`config.mk`:
```
export PLATFORM = sky130hd
export DESIGN_NAME = pat_search_engine
export DESIGN_NICKNAME = d
export VERILOG_FILES = /design/src/rtl/pat_search_engine.sv
export SDC_FILE = /design/constraint.sdc
export NUM_CORES = 1
export LEC_CHECK = 0
export ABC_AREA = 1
export BUFFER_PORTS_ARGS = -buffer_cell sky130_fd_sc_hd__buf_2
export CAP_MARGIN = 0
export CORE_MARGIN = 2
export CORE_UTILIZATION = 50
export DETAILED_ROUTE_END_ITERATION = 12
export MAX_ROUTING_LAYER = met4
export PLACE_DENSITY = 0.71
export RECOVER_POWER = 100
export SLEW_MARGIN = 20
export SYNTH_ARGS = -nofsm -noshare
export SYNTH_HDL_FRONTEND = slang
export SYNTH_SLANG_ARGS = --single-unit
```
`constraint.sdc`:
```
create_clock -name clk_i -period 5.8 [get_ports clk_i]
set_input_delay 1.16 -clock clk_i [delete_from_list [all_inputs] [get_ports clk_i]]
set_output_delay 1.16 -clock clk_i [all_outputs]
set_load 0.02 [all_outputs]
```
`src/rtl/pat_search_engine.sv`:
```
// Pattern search engine: loads a 5-bit pattern from memory, scans N_BYTES message
// bytes and counts pattern matches three ways (in-byte windows, bytes with any
// in-byte match, and windows across the whole bit string). It then writes the
// three counts back to memory and raises done.
module pat_search_engine #(
  parameter int unsigned PAT_ADDR = 32,
  parameter int unsigned RES_BASE = 33,
  parameter int unsigned N_BYTES  = 32
) (
  input  logic       clk_i,
  input  logic       rst_ni,
  input  logic       req_i,
  output logic       done_o,
  output logic [7:0] mem_addr_o,
  input  logic [7:0] mem_rd_data_i,
  output logic       mem_wr_en_o,
  output logic [7:0] mem_wr_data_o
);

  localparam logic [7:0] PatAddr = 8'(PAT_ADDR);
  localparam logic [7:0] ResCtb  = 8'(RES_BASE);
  localparam logic [7:0] ResCto  = 8'(RES_BASE + 1);
  localparam logic [7:0] ResCts  = 8'(RES_BASE + 2);
  localparam logic [7:0] LastIdx = 8'(N_BYTES - 1);

  typedef enum logic [2:0] {
    StIdle, StLdPat, StScan, StDrain, StWrCtb, StWrCto, StWrCts, StDone
  } state_e;

  state_e      state_q, state_d;
  logic        req_q;
  logic [7:0]  idx_q, idx_d;
  logic [4:0]  pat_q, pat_d;
  logic [3:0]  carry_q, carry_d;
  logic        first_q, first_d;
  logic [7:0]  ctb_q, ctb_d;
  logic [7:0]  cto_q, cto_d;
  logic [7:0]  cts_q, cts_d;

  logic        proc;
  logic [11:0] win;
  logic [2:0]  m4;
  logic [3:0]  m8;

  // Register req once; the FSM acts on the sampled level one cycle later.
  always_ff @(posedge clk_i or negedge rst_ni) begin
    if (!rst_ni) req_q <= 1'b0;
    else         req_q <= req_i;
  end

  // FSM state register.
  always_ff @(posedge clk_i or negedge rst_ni) begin
    if (!rst_ni) state_q <= StIdle;
    else         state_q <= state_d;
  end

  // FSM next-state logic.
  always_comb begin
    state_d = state_q;
    case (state_q)
      StIdle:  if (req_q) state_d = StLdPat;
      StLdPat: state_d = StScan;
      StScan:  if (idx_q == LastIdx) state_d = StDrain;
      StDrain: state_d = StWrCtb;
      StWrCtb: state_d = StWrCto;
      StWrCto: state_d = StWrCts;
      StWrCts: state_d = StDone;
      StDone:  if (req_q) state_d = StLdPat;
      default: state_d = StIdle;
    endcase
  end

  // FSM outputs: memory bus and done, decoded from the current state only.
  always_comb begin
    done_o        = 1'b0;
    mem_addr_o    = 8'd0;
    mem_wr_en_o   = 1'b0;
    mem_wr_data_o = 8'd0;
    case (state_q)
      StLdPat: mem_addr_o = PatAddr;
      StScan:  mem_addr_o = idx_q;
      StWrCtb: begin
        mem_wr_en_o   = 1'b1;
        mem_addr_o    = ResCtb;
        mem_wr_data_o = ctb_q;
      end
      StWrCto: begin
        mem_wr_en_o   = 1'b1;
        mem_addr_o    = ResCto;
        mem_wr_data_o = cto_q;
      end
      StWrCts: begin
        mem_wr_en_o   = 1'b1;
        mem_addr_o    = ResCts;
        mem_wr_data_o = cts_q;
      end
      StDone:  done_o = 1'b1;
      default: ;
    endcase
  end

  // Window matching on the byte currently on the read bus. Windows 0..3 of
  // {carry, byte} lie inside the byte; windows 4..7 straddle the byte boundary.
  always_comb begin
    proc = ((state_q == StScan) && (idx_q != 8'd0)) || (state_q == StDrain);
    win  = {carry_q, mem_rd_data_i};
    m4   = 3'd0;
    m8   = 4'd0;
    for (int i = 0; i < 8; i++) begin
      if (win[i +: 5] == pat_q) begin
        m8 = m8 + 4'd1;
        if (i < 4) m4 = m4 + 3'd1;
      end
    end
  end

  // Datapath next-state: scan address, pattern capture and counters.
  always_comb begin
    idx_d   = idx_q;
    pat_d   = pat_q;
    carry_d = carry_q;
    first_d = first_q;
    ctb_d   = ctb_q;
    cto_d   = cto_q;
    cts_d   = cts_q;
    case (state_q)
      StLdPat: begin
        idx_d   = 8'd0;
        carry_d = 4'd0;
        first_d = 1'b1;
        ctb_d   = 8'd0;
        cto_d   = 8'd0;
        cts_d   = 8'd0;
      end
      StScan: begin
        idx_d = idx_q + 8'd1;
        // Read data in the first scan cycle is the pattern word.
        if (idx_q == 8'd0) pat_d = mem_rd_data_i[4:0];
      end
      default: ;
    endcase
    if (proc) begin
      ctb_d   = ctb_q + {5'd0, m4};
      if (m4 != 3'd0) cto_d = cto_q + 8'd1;
      // Byte 0 has no predecessor, so only its in-byte windows count.
      cts_d   = cts_q + (first_q ? {5'd0, m4} : {4'd0, m8});
      carry_d = mem_rd_data_i[3:0];
      first_d = 1'b0;
    end
  end

  // Datapath registers.
  always_ff @(posedge clk_i or negedge rst_ni) begin
    if (!rst_ni) begin
      idx_q   <= 8'd0;
      pat_q   <= 5'd0;
      carry_q <= 4'd0;
      first_q <= 1'b0;
      ctb_q   <= 8'd0;
      cto_q   <= 8'd0;
      cts_q   <= 8'd0;
    end else begin
      idx_q   <= idx_d;
      pat_q   <= pat_d;
      carry_q <= carry_d;
      first_q <= first_d;
      ctb_q   <= ctb_d;
      cto_q   <= cto_d;
      cts_q   <= cts_d;
    end
  end

endmodule

```
==> flow_summary_export.csv <==
group,metric,value,unit
run_status,run_status,"complete, but fails checks",
run_status,violations_in_the_final_reports,"max-capacitance violations, max-slew violations",
route,wl,8.861,mm
floorplanning,die-area,8642,um^2
logic_synthesis,yosys.area.top_type,"dfrtp_1",
cts,cts_inserted_buffers,5,
floorplanning,starting_density,51.48,%
setup_path,arrival,5660,ps
route,dr.first_iter.drc_count,161,
logic_synthesis,yosysTopAreaCellShare,29.09,%
cts,clock_tree_from_tritoncts,"built",
pwr,cellPowerDensity,418.5,nW/um^2
route,drt_pass1_iterations,4,
sta,setup_viol_count_final,0,
sta,worst_slew_pin_slew,2445,ps
route,drtAntennaViolNets,0,
global_routing,grt_start_max_net_pins,47,
logic_synthesis,synth_area_in_compound_gates,13.47,%
placement,place_congestion,0.9170,
logic_synthesis,dominant_combinational_cell_family_by_area_after_synthesis,"simple AND/OR/NAND/NOR gates",
logic_synthesis,muxShareOfSynthArea,0,%
logic_synthesis,syn-num-nets,599,
setup_path,startpoint_type,"input port",
placement,dp_area,4295,um^2
logic_synthesis,synthesis.area_per_instance,6.968,um^2
logic_synthesis,synth.ff_latch_count,46,
cells_and_area,design_area,4458,um^2
placement,pre_cts_ws,-176.5,ps
placement,dp_hpwl,6.892,mm
global_routing,grtUsageTotal,22.01,%
logic_synthesis,synth-async-reset-ratio,100.0,%
logic_synthesis,adder_and_majority_gate_portion_of_the_synthesized_area,6.702,%
sta,timing.max_slew.rel_slack,-63.00,%
logic_synthesis,synth.yosys.warnings,0,
sta,finClkSkew,11.45,ps
sta,final_hold_viol_count,0,
logic_synthesis,synth_cell_type_count,42,
global_routing,grt_pass1_vias,3465,
logic_synthesis,synth_top_cells_by_area,"dfrtp_1 29%, nand2_1 12%, inv_1 8.3%, ha_1 5.7%, nor2_1 4.7%",
run,drv.max_cap_violation_count,1,
setup_path,critical_path_class,"in2reg",
cts,clkLatencyLatePin,300,ps
logic_synthesis,synth-xor-area-share,4.679,%
cells_and_area,num_antenna_cells,0,
cts,cts_htree_levels,2,
logic_synthesis,ys_top_cells_by_count,"131 x nand2_1, 88 x inv_1, 50 x nor2_1",
logic_synthesis,ys_dominant_reg_cell,"dfrtp_1",
global_routing,globalRoute.totalOverflow,0,
floorplanning,io-pin-count,29,
sta,timing.hold.ws,525.8,ps
route,wl_per_cell,12.43,um
setup_path,slowest_stage,"or2_2",
cts,clock_path_buffers,2,
sta,slew_violations,47,
cts,root_buffer,"clkbuf_8",
sta,period_minus_slack,5500,ps
floorplanning,placeableCoreArea,7687,um^2
setup_path,critPathTopFamily,"simple AND/OR/NAND/NOR gates",
cells_and_area,syn2layout_area_growth,12.65,%
setup_path,req_time_crit_path,5960,ps
logic_synthesis,synth.yosys.seq_area_share,29.09,%
cts,numClockSinks,46,
sta,max_clock_freq,181.8,MHz
cells_and_area,final_net_count,642,
setup_path,setup.worst_path.end_class,"flip-flop",
sta,final.period_utilization,94.82,%
logic_synthesis,yosysMostFrequentCell,"nand2_1",
floorplanning,die_height,92.97,um
logic_synthesis,netlist_area,3958,um^2
pwr,power.static_leakage,0.002180,uW
setup_path,critical-path-max-stage-delay,310,ps
cts,post_cts_buffers,0,
setup_path,critPathMaxFanout,4,
hold_path,min-delay-path-class,"reg2reg",
cts,clkSlewWorstSetupHoldPaths,90,ps
floorplanning,row_count,32,
logic_synthesis,count_of_flip_flops_with_a_built_in_enable_after_synthesis,0,
logic_synthesis,synth_simple_gate_area_share,33.86,%
sta,final.setup.worst_slack,300.4,ps
route,post-route-drc-count,0,
route,vias_per_cell,5.189,
floorplanning,die_width,92.97,um
sta,setup_tns,0,ps
placement,numPortBuffers,28,
cells_and_area,layout.core_utilization,57.99,%
route,via_count,3700,
global_routing,initial_antenna_violation_count,0,
pwr,ir_drop_worst_case_vdd,0.0003666,V
setup_path,critical_path.n_buffers_inverters,4,
global_routing,grt_pass1_wl,15.26,mm
cells_and_area,final_layout_size_suffix_gt1_share,22.59,%
logic_synthesis,syn_inst,568,
worst min-delay path: cells and delay by family, from the launching register on:
kind	cells	cell delay (ps)
DFF	1	350
AOI/OAI and AO/OA	2	150
registers in the layout (all words and copies together), names as in the netlist:
signal   flops
first_q      1
idx_q        8
cts_q        8
carry_q      4
state_q      3
cto_q        8
pat_q        5
ctb_q        8
req_q        1
timing repair:
item / CTS / global route
resized for setup: 0 / 23
endpoints found under the setup margin: 0 / 4
hold buffers: 0 / 0
cell usage in the layout, fill, tap and decap left out, types with 3 or more instances in the layout:
| master | count |
|---|---|
| a21oi_1 | 17 |
| buf_2 | 23 |
| buf_4 | 19 |
| clkbuf_1 | 5 |
| clkbuf_8 | 5 |
| clkinv_1 | 3 |
| dfrtp_1 | 46 |
| ha_1 | 17 |
| inv_1 | 88 |
| inv_2 | 13 |
| nand2_1 | 126 |
| nand2_2 | 28 |
| nand3_1 | 26 |
| nand3_2 | 7 |
| nand4_1 | 8 |
| nor2_1 | 47 |
| nor2_2 | 9 |
| nor2_4 | 8 |
| nor3_1 | 8 |
| o21ai_0 | 31 |
| o21ai_2 | 4 |
| o221ai_1 | 9 |
| o22ai_1 | 12 |
| o32ai_1 | 5 |
| xnor2_1 | 11 |
| xor2_1 | 5 |
area by class of cell:
cell class                      count  area (um^2)
Fill cell                         734         3229
Inverter                          106        402.9
Clock inverter                      2        10.01
Sequential cell                    46         1151
Tap cell                          102        127.6
Clock buffer                        5        68.82
Multi-Input combinational cell    405         2421
Timing Repair Buffer               47        276.5
per-layer routing:
layer	wire [um]	share of wire, %	GRT usage [%]
met3	293	3.3	2.034
met4	61	0.69	5.270
met5	0	0	-
met2	4445	50	38.35
met1	4060	46	27.77
stage by stage:
| step | instances | total power (uW) |
|---|---|---|
| 3_3_place_gp | 707 | 1616 |
| 4_1_cts | 714 | 1835 |
| 5_1_grt | 713 | 2041 |
| 2_1_floorplan | 568 | 1387 |
| 6_report | 713 | 1866 |
| 3_5_place_dp | 707 | 1647 |
logic make-up (layout without fill, tap and decap cells):
group                      Yosys count  after routing
AOI/OAI and AO/OA                   87             87
xor gates and xnor gates            19             19
adders and majority gates           20             20
buffers and inverters              117            160
DFF                                 46             46
and+or+nand+nor                    279            279
final timing paths:
check | start | end | cells past startpoint | slack, ps
setup reg to reg | pat_q[3] | cts_q[7] | 33 | 630
hold / removal | idx_q[3] | idx_q[3] | 2 | 530
setup / recovery | mem_rd_data_i[4] | cts_q[7] | 34 | 300
hold reg to reg | idx_q[3] | idx_q[3] | 2 | 530
max in group asynchronous | rst_ni | pat_q[0] | 1 | 2800
min in group asynchronous | rst_ni | cts_q[1] | 1 | 1600
report_power, final:
group / leakage [uW] / total (uW) / internal, uW / switching, uW
Combinational: 0.00152 / 1130 / 402 / 724
Clock: 0.0000438 / 185 / 81.1 / 103
Sequential: 0.000612 / 555 / 423 / 132
(Power assumes the default switching activity.)
